$ cat src/rtl/wb_retire_unit_pkg.sv
// Shared writeback/retire definitions: lane limits, bundle field
// widths, exception codes and the per-lane event encoding.
package wb_retire_unit_pkg;

  localparam int LANES_MIN = 1;
  localparam int LANES_MAX = 4;
  localparam int REG_W     = 5;
  localparam int ECODE_W   = 6;
  localparam int ESUB_W    = 9;
  localparam int DBG_WE_W  = 4;

  localparam logic [ECODE_W-1:0] ECODE_INT = 6'h00;
  localparam logic [ECODE_W-1:0] ECODE_ADE = 6'h08;
  localparam logic [ECODE_W-1:0] ECODE_SYS = 6'h0b;
  localparam logic [ECODE_W-1:0] ECODE_BRK = 6'h0c;
  localparam logic [ECODE_W-1:0] ECODE_INE = 6'h0d;

  localparam logic [ESUB_W-1:0] ESUB_ADEF = 9'h000;
  localparam logic [ESUB_W-1:0] ESUB_ADEM = 9'h001;

  typedef enum logic [1:0] {
    EV_NONE    = 2'd0,
    EV_EX      = 2'd1,
    EV_ERTN    = 2'd2,
    EV_REFETCH = 2'd3
  } wb_event_e;

  function automatic int lane_idx_w(input int n);
    return (n > 1) ? $clog2(n) : 1;
  endfunction

  // ex outranks ertn, ertn outranks refetch
  function automatic wb_event_e lane_event(
    input logic ex,
    input logic ertn,
    input logic refetch
  );
    if (ex)           return EV_EX;
    else if (ertn)    return EV_ERTN;
    else if (refetch) return EV_REFETCH;
    else              return EV_NONE;
  endfunction

endpackage

$ cat src/rtl/wb_lane_select.sv
// Lane priority logic: oldest terminating lane, younger-lane squash
// mask, and the next valid lane at or above the serial pointer.
module wb_lane_select
  import wb_retire_unit_pkg::*;
#(
  parameter int LANES = 2,
  localparam int IW = lane_idx_w(LANES)
) (
  input  logic [LANES-1:0] lane_valid,
  input  logic [LANES-1:0] lane_term,
  input  logic [IW-1:0]    ptr,
  output logic             has_t,
  output logic [IW-1:0]    t,
  output logic [LANES-1:0] squash,
  output logic             has_cur,
  output logic [IW-1:0]    cur,
  output logic [IW-1:0]    last_lane
);

  always_comb begin
    has_t     = 1'b0;
    t         = '0;
    has_cur   = 1'b0;
    cur       = '0;
    last_lane = '0;
    for (int i = LANES - 1; i >= 0; i--) begin
      if (lane_term[i]) begin
        has_t = 1'b1;
        t     = IW'(i);
      end
      if (lane_valid[i] && (IW'(i) >= ptr)) begin
        has_cur = 1'b1;
        cur     = IW'(i);
      end
    end
    for (int i = 0; i < LANES; i++) begin
      if (lane_valid[i]) last_lane = IW'(i);
    end
  end

  always_comb begin
    squash = '0;
    for (int i = 0; i < LANES; i++) begin
      squash[i] = has_t && (IW'(i) > t);
    end
  end

endmodule

$ cat src/rtl/wb_retire_unit.sv
// Multi-lane writeback/retire stage: commits a bundle in order,
// reports the oldest terminating event and counts retirements.
module wb_retire_unit
  import wb_retire_unit_pkg::*;
#(
  parameter int LANES = 2,
  parameter int SERIAL_COMMIT = 0,
  parameter int XLEN = 32,
  localparam int P = (SERIAL_COMMIT != 0) ? 1 : LANES
) (
  input  logic                    clk,
  input  logic                    resetn,
  output logic                    ws_allowin,
  input  logic                    ms_to_ws_valid,
  input  logic [LANES-1:0]        ms_lane_valid,
  input  logic [LANES*XLEN-1:0]   ms_pc,
  input  logic [LANES-1:0]        ms_rf_we,
  input  logic [LANES*5-1:0]      ms_rf_waddr,
  input  logic [LANES*XLEN-1:0]   ms_rf_wdata,
  input  logic                    ms_csr_re,
  input  logic [LANES-1:0]        ms_ex,
  input  logic [LANES*6-1:0]      ms_ecode,
  input  logic [LANES*9-1:0]      ms_esubcode,
  input  logic [LANES*XLEN-1:0]   ms_vaddr,
  input  logic [LANES-1:0]        ms_ertn,
  input  logic [LANES-1:0]        ms_refetch,
  output logic                    csr_re,
  input  logic [XLEN-1:0]         csr_rvalue,
  output logic                    wb_ex,
  output logic                    ertn_flush,
  output logic                    wb_refetch_flush,
  output logic [XLEN-1:0]         wb_pc,
  output logic [5:0]              wb_ecode,
  output logic [8:0]              wb_esubcode,
  output logic [XLEN-1:0]         wb_vaddr,
  output logic [P-1:0]            ws_rf_we,
  output logic [P*5-1:0]          ws_rf_waddr,
  output logic [P*XLEN-1:0]       ws_rf_wdata,
  output logic [P*XLEN-1:0]       debug_wb_pc,
  output logic [P*4-1:0]          debug_wb_rf_we,
  output logic [P*5-1:0]          debug_wb_rf_wnum,
  output logic [P*XLEN-1:0]       debug_wb_rf_wdata,
  output logic [63:0]             retired_cnt
);

  localparam int IW = lane_idx_w(LANES);
  localparam bit SER = (SERIAL_COMMIT != 0);

  logic                    ws_valid;
  logic [LANES-1:0]        v_r;
  logic [LANES-1:0]        we_r;
  logic [LANES-1:0]        ex_r;
  logic [LANES-1:0]        ertn_r;
  logic [LANES-1:0]        refetch_r;
  logic [LANES*XLEN-1:0]   pc_r;
  logic [LANES*XLEN-1:0]   wdata_r;
  logic [LANES*XLEN-1:0]   vaddr_r;
  logic [LANES*REG_W-1:0]  waddr_r;
  logic [LANES*ECODE_W-1:0] ecode_r;
  logic [LANES*ESUB_W-1:0] esub_r;
  logic                    csr_re_r;
  logic [IW-1:0]           ptr;

  logic                    has_t;
  logic                    has_cur;
  logic [IW-1:0]           t;
  logic [IW-1:0]           cur;
  logic [IW-1:0]           last_lane;
  logic [LANES-1:0]        squash;
  logic [LANES-1:0]        term;
  logic [LANES-1:0]        commit;
  logic [LANES-1:0]        wr;
  logic [LANES-1:0]        wr_win;
  logic                    active;
  logic                    at_t;
  logic                    last;
  logic                    fire;
  logic                    capture;
  wb_event_e               ev;
  logic [63:0]             cnt_inc;

  assign term = v_r & (ex_r | ertn_r | refetch_r);

  wb_lane_select #(
    .LANES(LANES)
  ) u_sel (
    .lane_valid(v_r),
    .lane_term (term),
    .ptr       (ptr),
    .has_t     (has_t),
    .t         (t),
    .squash    (squash),
    .has_cur   (has_cur),
    .cur       (cur),
    .last_lane (last_lane)
  );

  // an excepting terminator neither writes nor retires
  always_comb begin
    commit = '0;
    wr     = '0;
    for (int i = 0; i < LANES; i++) begin
      commit[i] = v_r[i] & ~squash[i]
                & ~(has_t & ex_r[i] & (t == IW'(i)));
      wr[i] = commit[i] & we_r[i]
            & (waddr_r[i*REG_W +: REG_W] != '0);
    end
    wr_win = wr;
    for (int i = 0; i < LANES; i++) begin
      for (int j = i + 1; j < LANES; j++) begin
        if (wr[j] && (waddr_r[j*REG_W +: REG_W]
                      == waddr_r[i*REG_W +: REG_W]))
          wr_win[i] = 1'b0;
      end
    end
  end

  always_comb begin
    ev = EV_NONE;
    if (has_t) ev = lane_event(ex_r[t], ertn_r[t], refetch_r[t]);
    at_t   = has_t & has_cur & (cur == t);
    active = ws_valid & has_cur;
    last   = ~has_cur | at_t | (cur == last_lane);
    fire   = ws_valid & has_t & (SER ? at_t : 1'b1);
  end

  assign wb_ex            = fire & (ev == EV_EX);
  assign ertn_flush       = fire & (ev == EV_ERTN);
  assign wb_refetch_flush = fire & (ev == EV_REFETCH);

  assign ws_allowin = SER ? (~ws_valid | (last & ~fire))
                          : (~ws_valid | ~fire);
  assign capture    = ms_to_ws_valid & ws_allowin;
  assign csr_re     = ws_valid & csr_re_r;

  always_comb begin
    wb_pc       = '0;
    wb_ecode    = '0;
    wb_esubcode = '0;
    wb_vaddr    = '0;
    if (ws_valid && has_t) begin
      wb_pc       = pc_r[int'(t)*XLEN +: XLEN];
      wb_ecode    = ecode_r[int'(t)*ECODE_W +: ECODE_W];
      wb_esubcode = esub_r[int'(t)*ESUB_W +: ESUB_W];
      wb_vaddr    = vaddr_r[int'(t)*XLEN +: XLEN];
    end
  end

  always_comb begin
    cnt_inc = '0;
    if (SER) begin
      if (active && commit[cur]) cnt_inc = 64'd1;
    end else if (ws_valid) begin
      for (int i = 0; i < LANES; i++) begin
        cnt_inc = cnt_inc + 64'(commit[i]);
      end
    end
  end

  // each port p maps to lane p, or to the pointed lane when serial
  always_comb begin
    logic [IW-1:0]   ln;
    logic            pw;
    logic [XLEN-1:0] pd;
    ws_rf_we          = '0;
    ws_rf_waddr       = '0;
    ws_rf_wdata       = '0;
    debug_wb_pc       = '0;
    debug_wb_rf_we    = '0;
    debug_wb_rf_wnum  = '0;
    debug_wb_rf_wdata = '0;
    for (int p = 0; p < P; p++) begin
      ln = SER ? cur : IW'(p);
      pw = SER ? (active & wr[cur]) : (ws_valid & wr_win[p]);
      pd = wdata_r[int'(ln)*XLEN +: XLEN];
      if ((ln == '0) && csr_re_r) pd = csr_rvalue;
      ws_rf_we[p]                    = pw;
      debug_wb_rf_we[p*DBG_WE_W +: DBG_WE_W] = {DBG_WE_W{pw}};
      if (ws_valid) begin
        ws_rf_waddr[p*REG_W +: REG_W]      = waddr_r[int'(ln)*REG_W +: REG_W];
        debug_wb_rf_wnum[p*REG_W +: REG_W] = waddr_r[int'(ln)*REG_W +: REG_W];
        ws_rf_wdata[p*XLEN +: XLEN]        = pd;
        debug_wb_rf_wdata[p*XLEN +: XLEN]  = pd;
        debug_wb_pc[p*XLEN +: XLEN]        = pc_r[int'(ln)*XLEN +: XLEN];
      end
    end
  end

  always_ff @(posedge clk) begin
    if (!resetn) begin
      ws_valid    <= 1'b0;
      v_r         <= '0;
      we_r        <= '0;
      ex_r        <= '0;
      ertn_r      <= '0;
      refetch_r   <= '0;
      pc_r        <= '0;
      wdata_r     <= '0;
      vaddr_r     <= '0;
      waddr_r     <= '0;
      ecode_r     <= '0;
      esub_r      <= '0;
      csr_re_r    <= 1'b0;
      ptr         <= '0;
      retired_cnt <= '0;
    end else begin
      if (ws_allowin)  ws_valid <= ms_to_ws_valid;
      else if (fire)   ws_valid <= 1'b0;
      if (capture) begin
        v_r       <= ms_lane_valid;
        we_r      <= ms_rf_we;
        ex_r      <= ms_ex;
        ertn_r    <= ms_ertn;
        refetch_r <= ms_refetch;
        pc_r      <= ms_pc;
        wdata_r   <= ms_rf_wdata;
        vaddr_r   <= ms_vaddr;
        waddr_r   <= ms_rf_waddr;
        ecode_r   <= ms_ecode;
        esub_r    <= ms_esubcode;
        csr_re_r  <= ms_csr_re;
        ptr       <= '0;
      end else if (SER && active && !last) begin
        ptr <= cur + IW'(1);
      end
      retired_cnt <= retired_cnt + cnt_inc;
    end
  end

endmodule
$ cat config.mk
export PLATFORM = sky130hd
export DESIGN_NAME = wb_retire_unit
export DESIGN_NICKNAME = d
export VERILOG_FILES = /design/src/rtl/wb_retire_unit_pkg.sv /design/src/rtl/wb_lane_select.sv /design/src/rtl/wb_retire_unit.sv
export SDC_FILE = /design/constraint.sdc
export NUM_CORES = 1
export LEC_CHECK = 0
export CAP_MARGIN = 20
export CORE_AREA = 2 2 254 256
export DETAILED_ROUTE_END_ITERATION = 6
export DIE_AREA = 0 0 256 258
export GPL_TIMING_DRIVEN = 0
export PLACE_DENSITY = 0.59
export SYNTH_ARGS = -nofsm -noshare
export SYNTH_HDL_FRONTEND = slang
export SYNTH_HIERARCHICAL = 1
export SYNTH_SLANG_ARGS = --single-unit
$ cat constraint.sdc
create_clock -name clk -period 9.36 [get_ports clk]
set_input_delay 2.808 -clock clk [delete_from_list [all_inputs] [get_ports clk]]
set_output_delay 2.808 -clock clk [all_outputs]
set_load 0.05 [all_outputs]
==> run summary <==
Max-cap violations - 0
H-tree Lvls - 2
Worst-path clk slew - 0.06 ns
GP Congestion - 0.848
Commonest non-fill, non-tap cell in the layout - clkdlybuf4s50_1
Post-detail-place hpwl - 55600 um
DRT Wirelength - 69900 um
All-layer global routing usage - 0.201
HP Start - wdata_r[63]
Via count - 15.5k
Pwr/cell area - 144 nW/um2
CORE AREA - 63600 um2
Pleak - 8.28 nW
Initial antenna violation count - 10
Maximum clock frequency - 132 MHz
Tightest Hold Check Type - flop to flop
Clock Path Buffers - 3
Reg2Reg Depth - 14
Layout overhead on the synthesized area - 59.7%
DR vias/cell - 4.44
IO Pins - 648
Setup violations, final - 0
Initial Utilization - 0.231
Cts bufs inserted - 38
Mean Syn Cell Area - 7.67 um2
Final period util - 0.811
Largest fanout on the critical path - 2
Commonest cells after routing, fill and taps aside - clkdlybuf4s50_1 (647), nand2_1 (505), dfxtp_1 (308), a21oi_1 (275), nor2_1 (125)
Rel. slew slack - 0.244
Post-route ant nets - 0
RSZ-0062 raised after global routing - no
Final TNS setup - 0 ns
Post-route DRC violation count - 0
Min Tclk post-route - 7.59 ns
WP data required - 6.55 ns
R2r endpoint - retired_cnt[36]
Final WS setup - 1.77 ns
Drt initial violations - 797
CP endpoint kind - primary output
Kind of critical path - primary input to primary output
Largest net degree at the start of global routing - 13
Vias in the first global route - 14.8k
Rows - 93
Final nets - 2882
Cells after synthesis - 1912
Reg2reg setup slack - 4.61 ns
Hold Path Stages - 2
Final Max Slew Viols - 0
RR Startpoint - refetch_r[0]
Clock Sinks - 308
Worst EP arrival - 4.78 ns
Worst slack at placement - 1.84 ns
Die width - 256 um
Worst-margin pin slew - 1.13 ns
Layout cells sized above 1 - 0.0606
Overflow after GRT - 0
Outcome - completed
WL/cell - 20.0 um
Cell area after synthesis - 14700 um2
Syn_nets - 2194
TritonRoute pass-1 iters - 5
Clk_skew - 0.0310 ns
Die area - 66000 um2
First-pass GRT wire length - 99300 um
Port-buffer cells - 647
Synth warnings - 6
Post-CTS setup repair buffer count - 0
Post_cts resized - 0
Power Total - 3.38 mW
Hold EP - wdata_r[63]
CTS tree - done
Worst Setup Start Kind - primary input
Clk_lat worst skew - 0.55 ns
Clock root cell - clkbuf_16
Hold_buf cts - 0
VDD IR max - 0.0863 mV
Die H - 258 um
Hold Fails Final Rpt - 0
-- state kept, by name (all words and copies together) (netlist names) --
register and cells:
ex_r 2, ecode_r 12, v_r 2, ertn_r 2, vaddr_r 64, waddr_r 10
pc_r 64, wdata_r 64, refetch_r 2, csr_re_r 1, ws_valid 1, we_r 2
esub_r 18, retired_cnt 64
-- report_power, final --
group | total (mW) | switching [mW] | internal, mW
clock | 1.43 | 0.592 | 0.837
sequential | 1.41 | 0.0387 | 1.37
combinational | 0.540 | 0.307 | 0.233
-- worst max-delay path, stage by stage --
cell	delay (ns)
clkdlybuf4s50_1	0.48
mux2i_1	0.07
nor2b_1	0.43
buf_4	0.19
clkdlybuf4s50_1	0.79
-- worst max path at each step --
stage | start | end | slack [ns] | cells after the start
finish | csr_rvalue[29] | ws_rf_wdata[29] | 1.77 | 5
global route | csr_rvalue[29] | ws_rf_wdata[29] | 1.80 | 5
CTS | csr_rvalue[29] | ws_rf_wdata[29] | 1.83 | 5
detailed placement | csr_rvalue[29] | ws_rf_wdata[29] | 1.84 | 5
global placement | csr_rvalue[2] | ws_rf_wdata[2] | 1.85 | 5
floorplan | csr_rvalue[10] | ws_rf_wdata[10] | 2.60 | 3
-- stage by stage --
stage | utilization | cell area, um2 | hold WS, ns | instances
floorplan | - | 14700 | 0.432 | 1912
global placement | 0.349 | 22200 | 0.437 | 3414
detailed placement | 0.349 | 22200 | 0.443 | 3415
CTS | 0.368 | 23400 | 0.451 | 3479
global route | 0.368 | 23400 | 0.464 | 3484
finish | 0.368 | 23400 | 0.448 | 3485
-- per-layer routing --
layer	global-route usage	part of all wire	vias up
li1	-	-	7620
met1	0.247	0.42	7268
met2	0.343	0.48	504
met3	0.0511	0.067	86
met4	0.0645	0.026	6
met5	0	0.00053	-
-- area by class of cell --
class / count / area, um2
clock buffer: 54 / 1090
buffer: 213 / 1120
antenna: 6 / 15.0
tap: 855 / 1070
inverter: 11 / 41.3
multi-input combinational: 1380 / 7340
timing repair buffer: 648 / 6490
sequential: 308 / 6170
clock inverter: 10 / 85.1
fill: 6815 / 40200
No activity file was read; power rests on OpenSTA's default activity.
